===== src/rtl/uart_pkg.sv =====
// rtl/uart_pkg.sv - shared UART state encoding, frame format constants and parity helper
package uart_pkg;

    typedef enum logic [2:0] {
        ST_IDLE   = 3'd0,
        ST_START  = 3'd1,
        ST_DATA   = 3'd2,
        ST_PARITY = 3'd3,
        ST_STOP   = 3'd4
    } tx_state_e;

    localparam int   DEFAULT_CLK_DIV = 5208;
    localparam int   DATA_BITS       = 8;
    localparam logic START_LEVEL     = 1'b0;
    localparam logic STOP_LEVEL      = 1'b1;

    function automatic logic parity_bit(input logic [DATA_BITS-1:0] data, input logic odd);
        return (^data) ^ odd;
    endfunction

endpackage


===== src/rtl/uart_tx_if.sv =====
// rtl/uart_tx_if.sv - byte request handshake between the loopback controller and uart_tx
interface uart_tx_if;
    logic [7:0] TX_data;
    logic       TX_en;
    logic       TX_status;

    modport master (output TX_data, output TX_en, input TX_status);
    modport slave  (input TX_data, input TX_en, output TX_status);
endinterface


===== src/rtl/baud_tick.sv =====
// rtl/baud_tick.sv - free-running 0..DIV-1 counter with clear; tick is high on the last count
module baud_tick #(
    parameter int DIV = 4
) (
    input  logic sys_clk,
    input  logic sys_rst_n,
    input  logic clr,
    output logic tick
);
    localparam int             W    = (DIV > 1) ? $clog2(DIV) : 1;
    localparam logic [W-1:0]   LAST = W'(DIV - 1);

    logic [W-1:0] cnt_q, cnt_d;

    always_comb begin
        cnt_d = cnt_q + W'(1);
        if (clr || cnt_q == LAST) begin
            cnt_d = '0;
        end
    end

    always_ff @(posedge sys_clk) begin
        if (!sys_rst_n) begin
            cnt_q <= '0;
        end else begin
            cnt_q <= cnt_d;
        end
    end

    assign tick = (cnt_q == LAST);

endmodule


===== src/rtl/uart_tx.sv =====
// rtl/uart_tx.sv - UART frame transmitter: start, 8 data bits LSB first, optional parity, 1-2 stop bits
module uart_tx
    import uart_pkg::*;
#(
    parameter int CLK_DIV    = DEFAULT_CLK_DIV,
    parameter bit PARITY_EN  = 1'b0,
    parameter bit PARITY_ODD = 1'b0,
    parameter int STOP_BITS  = 1
) (
    input  logic        sys_clk,
    input  logic        sys_rst_n,
    uart_tx_if.slave    tx_if,
    output logic        UART_TX
);
    localparam logic [2:0] DATA_LAST = 3'(DATA_BITS - 1);
    localparam logic [2:0] STOP_LAST = 3'(STOP_BITS - 1);

    tx_state_e  state_q, state_d;
    logic [7:0] shift_q, shift_d;
    logic [2:0] bit_cnt_q, bit_cnt_d;
    logic       par_q, par_d;
    logic       line_q, line_d;
    logic       status_q, status_d;
    logic       baud_clr;
    logic       bit_end;

    baud_tick #(.DIV(CLK_DIV)) u_baud (
        .sys_clk   (sys_clk),
        .sys_rst_n (sys_rst_n),
        .clr       (baud_clr),
        .tick      (bit_end)
    );

    always_comb begin
        state_d   = state_q;
        shift_d   = shift_q;
        bit_cnt_d = bit_cnt_q;
        par_d     = par_q;
        baud_clr  = 1'b0;
        case (state_q)
            ST_IDLE: begin
                if (tx_if.TX_en) begin
                    state_d   = ST_START;
                    shift_d   = tx_if.TX_data;
                    bit_cnt_d = '0;
                    par_d     = parity_bit(tx_if.TX_data, PARITY_ODD);
                    baud_clr  = 1'b1;
                end
            end
            ST_START: begin
                if (bit_end) state_d = ST_DATA;
            end
            ST_DATA: begin
                if (bit_end) begin
                    shift_d = {1'b0, shift_q[7:1]};
                    if (bit_cnt_q == DATA_LAST) begin
                        bit_cnt_d = '0;
                        state_d   = PARITY_EN ? ST_PARITY : ST_STOP;
                    end else begin
                        bit_cnt_d = bit_cnt_q + 3'd1;
                    end
                end
            end
            ST_PARITY: begin
                if (bit_end) state_d = ST_STOP;
            end
            ST_STOP: begin
                // bit counter is reused to count stop bits
                if (bit_end) begin
                    if (bit_cnt_q == STOP_LAST) begin
                        bit_cnt_d = '0;
                        state_d   = ST_IDLE;
                    end else begin
                        bit_cnt_d = bit_cnt_q + 3'd1;
                    end
                end
            end
            default: state_d = ST_IDLE;
        endcase

        // outputs are registered from the next state so they switch on the same edge as the FSM
        case (state_d)
            ST_START:  line_d = START_LEVEL;
            ST_DATA:   line_d = shift_d[0];
            ST_PARITY: line_d = par_d;
            default:   line_d = STOP_LEVEL;
        endcase
        status_d = (state_d == ST_IDLE);
    end

    always_ff @(posedge sys_clk) begin
        if (!sys_rst_n) begin
            state_q   <= ST_IDLE;
            shift_q   <= '0;
            bit_cnt_q <= '0;
            par_q     <= 1'b0;
            line_q    <= 1'b1;
            status_q  <= 1'b1;
        end else begin
            state_q   <= state_d;
            shift_q   <= shift_d;
            bit_cnt_q <= bit_cnt_d;
            par_q     <= par_d;
            line_q    <= line_d;
            status_q  <= status_d;
        end
    end

    assign UART_TX         = line_q;
    assign tx_if.TX_status = status_q;

endmodule


===== src/flat_wrapper.sv =====
// flat-port wrapper written by rule: the top's interface ports become plain ports
module uart_tx_flat import uart_pkg::*;
#(
    parameter int CLK_DIV    = DEFAULT_CLK_DIV,
    parameter bit PARITY_EN  = 1'b0,
    parameter bit PARITY_ODD = 1'b0,
    parameter int STOP_BITS  = 1
)
  (sys_clk, sys_rst_n, UART_TX, tx_if_TX_data, tx_if_TX_en, tx_if_TX_status);
  uart_tx_if tx_if_i ();
  input  logic sys_clk;
  input  logic sys_rst_n;
  output logic UART_TX;
  input wire logic [$bits(tx_if_i.TX_data)-1:0] tx_if_TX_data;
  input wire logic [$bits(tx_if_i.TX_en)-1:0] tx_if_TX_en;
  output wire logic [$bits(tx_if_i.TX_status)-1:0] tx_if_TX_status;
  assign tx_if_i.TX_data = tx_if_TX_data;
  assign tx_if_i.TX_en = tx_if_TX_en;
  assign tx_if_TX_status = tx_if_i.TX_status;
  uart_tx #(.CLK_DIV(CLK_DIV), .PARITY_EN(PARITY_EN), .PARITY_ODD(PARITY_ODD), .STOP_BITS(STOP_BITS)) u_core (.sys_clk(sys_clk), .sys_rst_n(sys_rst_n), .tx_if(tx_if_i), .UART_TX(UART_TX));
endmodule

===== config.mk =====
export PLATFORM = sky130hd
export DESIGN_NAME = uart_tx_flat
export DESIGN_NICKNAME = d
export VERILOG_FILES = /design/src/rtl/uart_pkg.sv /design/src/rtl/uart_tx_if.sv /design/src/rtl/baud_tick.sv /design/src/rtl/uart_tx.sv /design/src/flat_wrapper.sv
export SDC_FILE = /design/constraint.sdc
export NUM_CORES = 1
export LEC_CHECK = 0
export CAP_MARGIN = 15
export CORE_UTILIZATION = 50
export DETAILED_ROUTE_END_ITERATION = 12
export PLACE_DENSITY = 0.78
export SKIP_LAST_GASP = 1
export SLEW_MARGIN = 20
export SYNTH_ARGS = -nofsm -noshare
export SYNTH_HDL_FRONTEND = slang
export SYNTH_SLANG_ARGS = --single-unit

===== constraint.sdc =====
create_clock -name sys_clk -period 2.3 [get_ports sys_clk]
set_clock_uncertainty 0.15 [all_clocks]
set_input_delay 0.575 -clock sys_clk [delete_from_list [all_inputs] [get_ports sys_clk]]
set_output_delay 0.575 -clock sys_clk [all_outputs]
set_load 0.02 [all_outputs]

==> metrics.txt, run 1 <==
worst vdd ir=500 uV; DRC errors left=0; Post-Syn Instances=around 160; vias in the first global route=1,155; switch share=24.8%; crit path max fanout=5; post-CTS sizing=0; Post-CTS Setup Inserts=0; Non-Filler Instances=~210; design area=about 0.0017 mm2; Tot GR Track Use=around a fifth; unrepaired setup endpoints after global routing=no; Max Cap Violations=0; TritonCTS clock tree=built; HP Class=flop to flop; layout cells sized above 1=a little over a tenth; CP startpoint kind=flop; largest net degree at the start of global routing=15; Tcrit/Tclk final=94.6%; WP data arrival=2.25 ns; Final ANT Viol Nets=0; Clock Root Buffer=clkbuf_4; clock-pin slew on the worst setup and hold paths=approximately 0.090 ns; register area share after synthesis=a little over two fifths; wire length of the first global-routing pass=approximately 5 mm; Syn-to-layout area delta=17.6%; drt first-iter violations=40; Post-Place Cell Area=0.00162 mm2; Core ar.=roughly 0.0027 mm2; Data required, critical path=about 2.4 ns; Site Rows=19; Slew Viols, Final=0; switching pwr=0.249 mW; #FFs+latches synth=30; Setup CP Type=flop to flop; Hold Path Stages=2; Reg2Reg Depth=6; CP Capture Type=flop; Avg WL per Cell=13.3 um; max_slew headroom=about 63%; initial antenna violation count=0; CTS Buffer Depth=2; die height=55.6 um; Tot Pwr=1.00 mW; die area=approximately 0.003 mm2; P_int=approximately 0.75 mW; Sequential Power Share=around 55%; overflow left after global routing=0; Final Util=61.7%; HPWL Detailed=2.14 mm; Comb power frac=around an eighth; syn nets=173; # H-tree levels=2; I/O pin count=13; iteration count of the initial detailed-routing pass=4; Initial Util=52.4%; setup violation total in the final timing report=0; n_diodes=0; run status=completed; CTS Hold Bufs=0; TritonCTS Buffers=5; Fill cells=231; Sink Count=30; Port-buffer cells=12; Cells after DPL=between 200 and 250; Mapped Avg Cell Area=9.08 um2; cell area power density=approximately 600 mW/mm2; GPL Wtd Cong=approximately 0.84; fin nets=roughly 190; Leakage=approximately 0.6 nW; post-synthesis cell type count=36; Slew @ Worst Pin=0.545 ns; final wirelength=2.80 mm; clk_lat worst skew=roughly 0.33 ns; Vias=1,168; DIE WIDTH=approximately 56 um; Via-to-Cell Ratio=5.54; Clock power frac=between 30% and 40%; Max Freq=460 MHz; final hold viol count=0; TNS Setup=0 ns; Syn Std Cell Area=roughly 0.0014 mm2; Warnings, synthesis=0; Final min period=between 2 and 2.5 ns
[synth_stat cells]
cell | count | area, um2
a221oi_2 | 1 | 15.0
nand4bb_1 | 1 | 11.3
nand3b_1 | 1 | 7.51
a21oi_1 | 11 | 55.1
nor4_4 | 1 | 21.3
nor2b_1 | 1 | 6.26
nor2_1 | 23 | 86.3
nand2_1 | 10 | 37.5
ha_1 | 4 | 50.1
and2_1 | 1 | 6.26
clkbuf_1 | 2 | 7.51
a22oi_1 | 7 | 52.6
nor4b_1 | 1 | 8.76
nand4bb_2 | 1 | 16.3
or3_1 | 3 | 18.8
mux2i_1 | 2 | 20.0
a31oi_1 | 1 | 6.26
nand3_1 | 7 | 35.0
xor2_1 | 6 | 52.6
dfxtp_1 | 30 | 601
a21boi_0 | 2 | 15.0
nand4bb_4 | 1 | 27.5
inv_1 | 6 | 22.5
and3_1 | 5 | 31.3
or3b_1 | 1 | 8.76
a211o_1 | 1 | 8.76
o21a_1 | 1 | 7.51
nand2b_1 | 2 | 12.5
nor3b_1 | 2 | 15.0
buf_2 | 1 | 5.00
xnor2_1 | 12 | 105
nor3_1 | 5 | 25.0
or2_2 | 1 | 6.26
o41ai_1 | 2 | 17.5
o21ai_0 | 1 | 5.00
nand4_1 | 1 | 6.26
[worst max-delay path: stages, from the launching register on]
cell and delay (ns):
dfxtp_1 0.38, ha_2 0.25, nand4bb_4 0.16, or3_1 0.45, or3_1 0.38, a21oi_1 0.21, nor3_1 0.09
[power by group through the flow]
stage | Clock (mW) | Sequential (mW) | Combinational, mW
2_1_floorplan | 0 | 0.567 | 0.0726
3_3_place_gp | 0 | 0.564 | 0.125
3_5_place_dp | 0 | 0.565 | 0.128
4_1_cts | 0.328 | 0.553 | 0.129
5_1_grt | 0.353 | 0.555 | 0.141
6_report | 0.322 | 0.553 | 0.128
[routing by layer]
metal	global-route usage (%)	wire length [um]	share of wire [%]	vias up
met5	0	0	0	-
met3	7.73	135	4.8	5
li1	-	-	-	598
met4	10.4	35	1.2	0
met2	33.4	1380	49	21
met1	23.9	1250	45	544
[cells by family (layout without fill, tap and decap cells)]
kind of cell    count (synthesis)  after routing  share of synthesized area (%)
compound gates                 27             27                           12.7
xor+xnor                       18             18                           11.0
fa+ha+maj                       4              4                           3.49
buf+inv                         9             31                           2.44
flops                          30             30                           41.9
mux                             2              2                           1.40
simple gates                   68             68                           27.1
[registers in the layout, summed over array words and instances (netlist names)]
| name | count |
|---|---|
| u_core.u_baud.cnt_q | 13 |
| u_core.par_q | 1 |
| u_core.tx_if.TX_status | 1 |
| u_core.bit_cnt_q | 3 |
| u_core.state_q | 3 |
| u_core.UART_TX | 1 |
| u_core.shift_q | 8 |
[through the flow]
stage	hold WS [ns]	worst slack (ns)
3_3_place_gp	0.287	0.0950
2_1_floorplan	0.276	0.283
6_report	0.316	0.125
3_5_place_dp	0.304	-0.00440
4_1_cts	0.317	0.0921
5_1_grt	0.333	0.0178
[cell usage in the layout (no fill, tap or decap), types with 2 or more instances in the layout]
cell / count
and3_1: 5
clkbuf_4: 5
o41ai_1: 2
nor3_1: 5
a21boi_0: 2
nand3_1: 7
xor2_1: 6
dfxtp_1: 30
nor2_1: 23
buf_4: 5
mux2i_1: 2
ha_1: 3
inv_1: 6
nand2b_1: 2
a22oi_1: 7
xnor2_1: 12
nor3b_1: 2
a21oi_1: 11
nand2_1: 10
clkdlybuf4s50_1: 12
or3_1: 3
[layout make-up]
class	instances	area, um2	area share [%]
multi-input combinational	119	807	47.8
clock buffer	7	55.1	3.26
tap	31	38.8	2.30
sequential	30	601	35.6
timing repair buffer	17	158	9.35
clock inverter	1	5.00	0.297
inverter	6	22.5	1.34
[final timing paths]
check | slack, ns | startpoint | end
max | 0.13 | u_core.u_baud.cnt_q[0]$_SDFF_PP0_ | u_core.tx_if.TX_status$_SDFF_PN1_
min | 0.32 | u_core.shift_q[3]$_SDFFE_PN0P_ | u_core.shift_q[3]$_SDFFE_PN0P_
max reg2reg | 0.13 | u_core.u_baud.cnt_q[0]$_SDFF_PP0_ | u_core.tx_if.TX_status$_SDFF_PN1_
min reg2reg | 0.32 | u_core.shift_q[3]$_SDFFE_PN0P_ | u_core.shift_q[3]$_SDFFE_PN0P_
Power figures use the tool's default switching activity.
==> run 2: changes to the inputs <==
- clock period: 2.3 -> 2.05 ns (I/O delays scaled with it)
==> run 2 against run 1 <==
  * Critical path depth rose by 2
  * Worst hold slack got worse by 0.0085 ns
  * Fmax rose by 12%
  * Setup slack got worse by 0.021 ns
  * Routed wire length rose by 9.6%
  * Utilization rose by 9.0 points
==> metrics.txt, run 2 (synthesis gave the netlist of run 1 again) <==
cell area power density=592 mW/mm2; Top Registers=u_core.u_baud.cnt_q (13), u_core.shift_q (8); Leakage=0.752 nW; DIE WIDTH=around 56 um; Max Freq=~500 MHz; commonest non-fill, non-tap cell in the layout=buf_4; GPL Wtd Cong=0.917; Setup CP Type=flop to flop; Port-buffer cells=12; initial antenna violation count=0; Tot GR Track Use=a little under a quarter; worst r2r src=u_core.u_baud.cnt_q[0]$_SDFF_PP0_; worst vdd ir=524 uV; HPWL Detailed=approximately 2.4 mm; layout cells sized above 1=26.2%; Slew @ Worst Pin=approximately 0.35 ns; design area=between 0.0015 and 0.002 mm2; crit path max fanout=3; clock-pin slew on the worst setup and hold paths=about 0.090 ns; max_slew headroom=between 70% and 80%; I/O pin count=13; Sink Count=30; Post-Place Cell Area=approximately 0.0018 mm2; overflow left after global routing=0; DRC errors left=0; wire length of the first global-routing pass=between 5 and 6 mm; Post-CTS Setup Inserts=0; # H-tree levels=2; FF-to-FF End=u_core.UART_TX$_SDFF_PN1_; Vias=roughly 1,300; Fill cells=220; Final Util=70.7%; fin nets=222; CP startpoint kind=flop; iteration count of the initial detailed-routing pass=4; CTS Hold Bufs=0; Initial Util=a little over half; TNS Setup=0 ns; WP data arrival=approximately 2.1 ns; Reg2Reg Depth=8; run status=completed; largest register by flop count=u_core.u_baud.cnt_q; setup violation total in the final timing report=0; Syn-to-layout area delta=34.8%; Tcrit/Tclk final=between 90% and 100%; TritonCTS clock tree=built; clk_lat worst skew=about 0.33 ns; die height=about 56 um; n_diodes=0; Site Rows=19; unrepaired setup endpoints after global routing=no; max reg flops=13; Max Cap Violations=0; Clock Root Buffer=clkbuf_4; largest net degree at the start of global routing=15; Via-to-Cell Ratio=about 5.4; final wirelength=3.07 mm; HP Class=flop to flop; Final ANT Viol Nets=0; CTS Buffer Depth=2; CP Capture Type=flop; die area=a little over 0.003 mm2; Core ar.=~0.0027 mm2; Slew Viols, Final=0; crit path from=u_core.u_baud.cnt_q[0]$_SDFF_PP0_; most frequent cells in the layout=33 x buf_4, 28 x dfxtp_1, 23 x nor2_1, 12 x xnor2_1, 12 x clkdlybuf4s50_1; drt first-iter violations=24; CP Capture Point=u_core.UART_TX$_SDFF_PN1_; Avg WL per Cell=approximately 13 um; Data required, critical path=2.15 ns; final hold viol count=0; Final min period=1.95 ns; reg2reg setup slack=roughly 0.10 ns; vias in the first global route=approximately 1,300; TritonCTS Buffers=5
[run 2: changes by cell type in the layout (fill, tap and decap cells not counted), moves of 2 or more]
cell	previous run	this run
nor3_2	0	2
nor3_1	5	3
dfxtp_2	0	2
dfxtp_1	30	28
buf_4	5	33
[run 2: stage by stage]
stage	cells	worst slack, ns	hold WS [ns]	power [mW]
2_1_floorplan	158	0.0351	0.276	0.718
3_3_place_gp	231	-0.0714	0.293	0.798
3_5_place_dp	231	-0.149	0.298	0.805
4_1_cts	237	0.0338	0.311	1.15
5_1_grt	237	0.0214	0.335	1.19
6_report	237	0.104	0.308	1.14
[run 2: where the power goes]
group          internal [mW]  switching, mW  total (mW)
combinational         0.0974         0.0808       0.178
sequential             0.607         0.0133       0.620
clock                  0.154          0.192       0.346
[run 2: what timing repair did]
item | 4_1_cts | 5_1_grt
pin swaps | 0 | 1
endpoints found under the setup margin | 2 | 2
resized for setup | 4 | 6
[run 2: worst max-delay path, stage by stage, from the launching register on]
cell	delay (ns)
dfxtp_2	0.36
ha_4	0.15
nand4bb_4	0.11
buf_4	0.16
o41ai_2	0.32
o41ai_1	0.13
buf_4	0.16
a21boi_0	0.13
a221oi_2	0.21
[run 2: worst min-delay path by stage]
stage | startpoint | end | slack, ns | depth (start not counted)
2_1_floorplan | u_core.u_baud.cnt_q[0]$_SDFF_PP0_ | u_core.u_baud.cnt_q[0]$_SDFF_PP0_ | 0.28 | 1
3_3_place_gp | u_core.shift_q[4]$_SDFFE_PN0P_ | u_core.shift_q[4]$_SDFFE_PN0P_ | 0.29 | 2
3_5_place_dp | u_core.shift_q[2]$_SDFFE_PN0P_ | u_core.shift_q[2]$_SDFFE_PN0P_ | 0.30 | 2
4_1_cts | u_core.shift_q[2]$_SDFFE_PN0P_ | u_core.shift_q[2]$_SDFFE_PN0P_ | 0.31 | 2
5_1_grt | u_core.shift_q[2]$_SDFFE_PN0P_ | u_core.shift_q[2]$_SDFFE_PN0P_ | 0.33 | 2
6_report | u_core.shift_q[2]$_SDFFE_PN0P_ | u_core.shift_q[2]$_SDFFE_PN0P_ | 0.31 | 2
[run 2: final cells by class]
| type | instances | area [um2] | share of cell area, % |
|---|---|---|---|
| multi-input combinational | 119 | 850 | 43.9 |
| sequential | 30 | 603 | 31.2 |
| timing repair buffer | 45 | 368 | 19.0 |
| clock buffer | 6 | 51.3 | 2.65 |
| tap | 31 | 38.8 | 2.01 |
| inverter | 6 | 22.5 | 1.17 |
[run 2: layer usage]
metal	vias to the layer above	global-route usage, %	share of wire, %
met5	-	0	0
met4	0	11.4	1.8
met3	4	9.13	4.5
met2	28	39.4	50
met1	588	23.1	44
li1	648	-	-
==> run 3: changes to the inputs <==
- CORE_MARGIN: default -> 3
- SLEW_MARGIN: 20 -> default
==> run 3 against run 2 <==
  * Combinational power hardly changed
  * Setup slack worse by 0.012 ns
  * Die area up 15%
  * Largest cell class unchanged
  * Global-route usage fell by 2.2 points
  * Power increased by 2.4%
  * Cell count is 2.1% lower
  * Largest power group unchanged
  * Critical path type unchanged
  * Highest routed layer unchanged
  * Critical endpoint is now u_core.bit_cnt_q[1]$_SDFFE_PN0P_
  * Clock power increased by 7.5%
  * Sequential power barely moved
==> metrics.txt, run 3 (synthesis gave the netlist of run 1 again) <==
Tcrit/Tclk final=a little over nine tenths; Tot Pwr=about 1.2 mW; Slew Viols, Final=0; Max stage delay on crit path=~0.46 ns; drt first-iter violations=57; Max Cap Violations=0; max_slew headroom=73.5%; CTS Hold Bufs=0; cell area power density=between 600 and 700 mW/mm2; Core ar.=between 0.002 and 0.003 mm2; Cells after DPL=approximately 220; # H-tree levels=2; TritonCTS Buffers=5; CP cell instances=or3b_1 > nor4_4 > a211o_1 > nand3_1 > a21oi_1; commonest non-fill, non-tap cell in the layout=dfxtp_1; largest net degree at the start of global routing=15; design area=around 0.0019 mm2; WP data arrival=between 2 and 2.5 ns; iteration count of the initial detailed-routing pass=4; layout cells sized above 1=24.3%; Post-Place Cell Area=0.00177 mm2; most frequent cells in the layout=28 x dfxtp_1, 26 x buf_4, 23 x nor2_1, 12 x xnor2_1, 12 x clkdlybuf4s50_1; largest register by flop count=u_core.u_baud.cnt_q; worst vdd ir=a little under 700 uV; Final min period=approximately 2 ns; Leakage=between 0.7 and 0.8 nW; n_diodes=0; critical path's top delay family=simple AND/OR/NAND/NOR gates; Initial Util=a little under three fifths; Port-buffer cells=12; Max Freq=between 500 and 600 MHz; switch share=between 20% and 30%; register area=603 um2; CTS Buffer Depth=2; DRC errors left=0; Comb power frac=roughly 15%; die height=around 60 um; vias in the first global route=around 1,200; P_int=approximately 0.87 mW; Slew @ Worst Pin=around 0.39 ns; wire length of the first global-routing pass=5.33 mm; max reg flops=13; switching pwr=0.302 mW; footprint of the multi-input gates=863 um2; CP Capture Type=flop; final hold viol count=0; TNS Setup=0 ns; I/O pin count=13; DIE WIDTH=roughly 60 um; hold slack=between 0.3 and 0.4 ns; TritonCTS clock tree=built; Final ANT Viol Nets=0; Tot GR Track Use=between 20% and 30%; Max stage delay cell, worst path=dfxtp_1; initial antenna violation count=0; final wirelength=approximately 3.3 mm; Fill cells=~200; Top Registers=u_core.u_baud.cnt_q (13), u_core.shift_q (8); Avg WL per Cell=14.3 um; overflow left after global routing=0; Via-to-Cell Ratio=5.46; HPWL Detailed=around 2.2 mm; Non-Filler Instances=about 230; Clock Root Buffer=clkbuf_4; HP Class=flop to flop; crit path max fanout=7; Sequential Power Share=between 50% and 60%; fin nets=216; Vias=1,266; Clock power frac=between 30% and 40%; Site Rows=18; clk_lat worst skew=about 0.34 ns; Syn-to-layout area delta=33.4%; Sink Count=30; Crit path buffers/inverters=0; CP startpoint kind=flop; GPL Wtd Cong=0.816; Data required, critical path=2.16 ns; setup violation total in the final timing report=0; clock-pin slew on the worst setup and hold paths=roughly 0.10 ns; Setup CP Type=flop to flop; run status=completed; die area=about 0.0035 mm2
-- run 3: power by group through the flow --
| stage | Combinational (mW) | Clock, mW | Sequential, mW |
|---|---|---|---|
| floorplan | 0.0814 | 0 | 0.636 |
| global placement | 0.161 | 0 | 0.629 |
| detailed placement | 0.167 | 0 | 0.630 |
| finish | 0.181 | 0.372 | 0.619 |
| global route | 0.197 | 0.408 | 0.621 |
| CTS | 0.168 | 0.382 | 0.617 |
-- run 3: layout make-up --
class,instances,area share [%]
clock buffers,7,2.88
clock inverters,1,0.262
inverters,6,1.18
multi-input cells,119,45.1
flip-flops and latches,30,31.5
well taps,30,1.96
repair buffers,39,17.1
-- run 3: metal layers --
layer	routed length, um	global-route usage, %
met5	0	0
met2	1590	33.4
met1	1430	22.3
met3	171	7.63
met4	129	12.3
-- run 3: per-stage QoR --
stage / util, % / setup WS (ns)
final: 73.9 / 0.0921
after global routing: 73.9 / -0.0557
after CTS: 71.2 / 0.0168
after detailed placement: 68.2 / -0.0958
after global placement: 68.2 / -0.0668
after floorplan: - / 0.0351
-- run 3: worst register-to-register path, stage by stage, from the launching register on --
cell and delay, ns:
dfxtp_1 0.46, or3b_1 0.44, nor4_4 0.27, a211o_1 0.23, nand3_1 0.13, a21oi_1 0.21
-- run 3: timing repair --
action	4_1_cts	5_1_grt
endpoints found under the hold margin	0	0
pin swaps	1	3
setup buffers	0	3
endpoints found under the setup margin	2	7
gates resized for setup	3	10
-- run 3: path summary, 6_finish.rpt --
| kind | from | endpoint | slack, ns | cells past startpoint |
|---|---|---|---|---|
| setup / recovery | u_core.state_q[1]$_SDFF_PN0_ | u_core.bit_cnt_q[1]$_SDFFE_PN0P_ | 0.09 | 5 |
| hold / removal | u_core.shift_q[5]$_SDFFE_PN0P_ | u_core.shift_q[5]$_SDFFE_PN0P_ | 0.32 | 2 |
| setup reg to reg | u_core.state_q[1]$_SDFF_PN0_ | u_core.bit_cnt_q[1]$_SDFFE_PN0P_ | 0.09 | 5 |
| hold reg to reg | u_core.shift_q[5]$_SDFFE_PN0P_ | u_core.shift_q[5]$_SDFFE_PN0P_ | 0.32 | 2 |
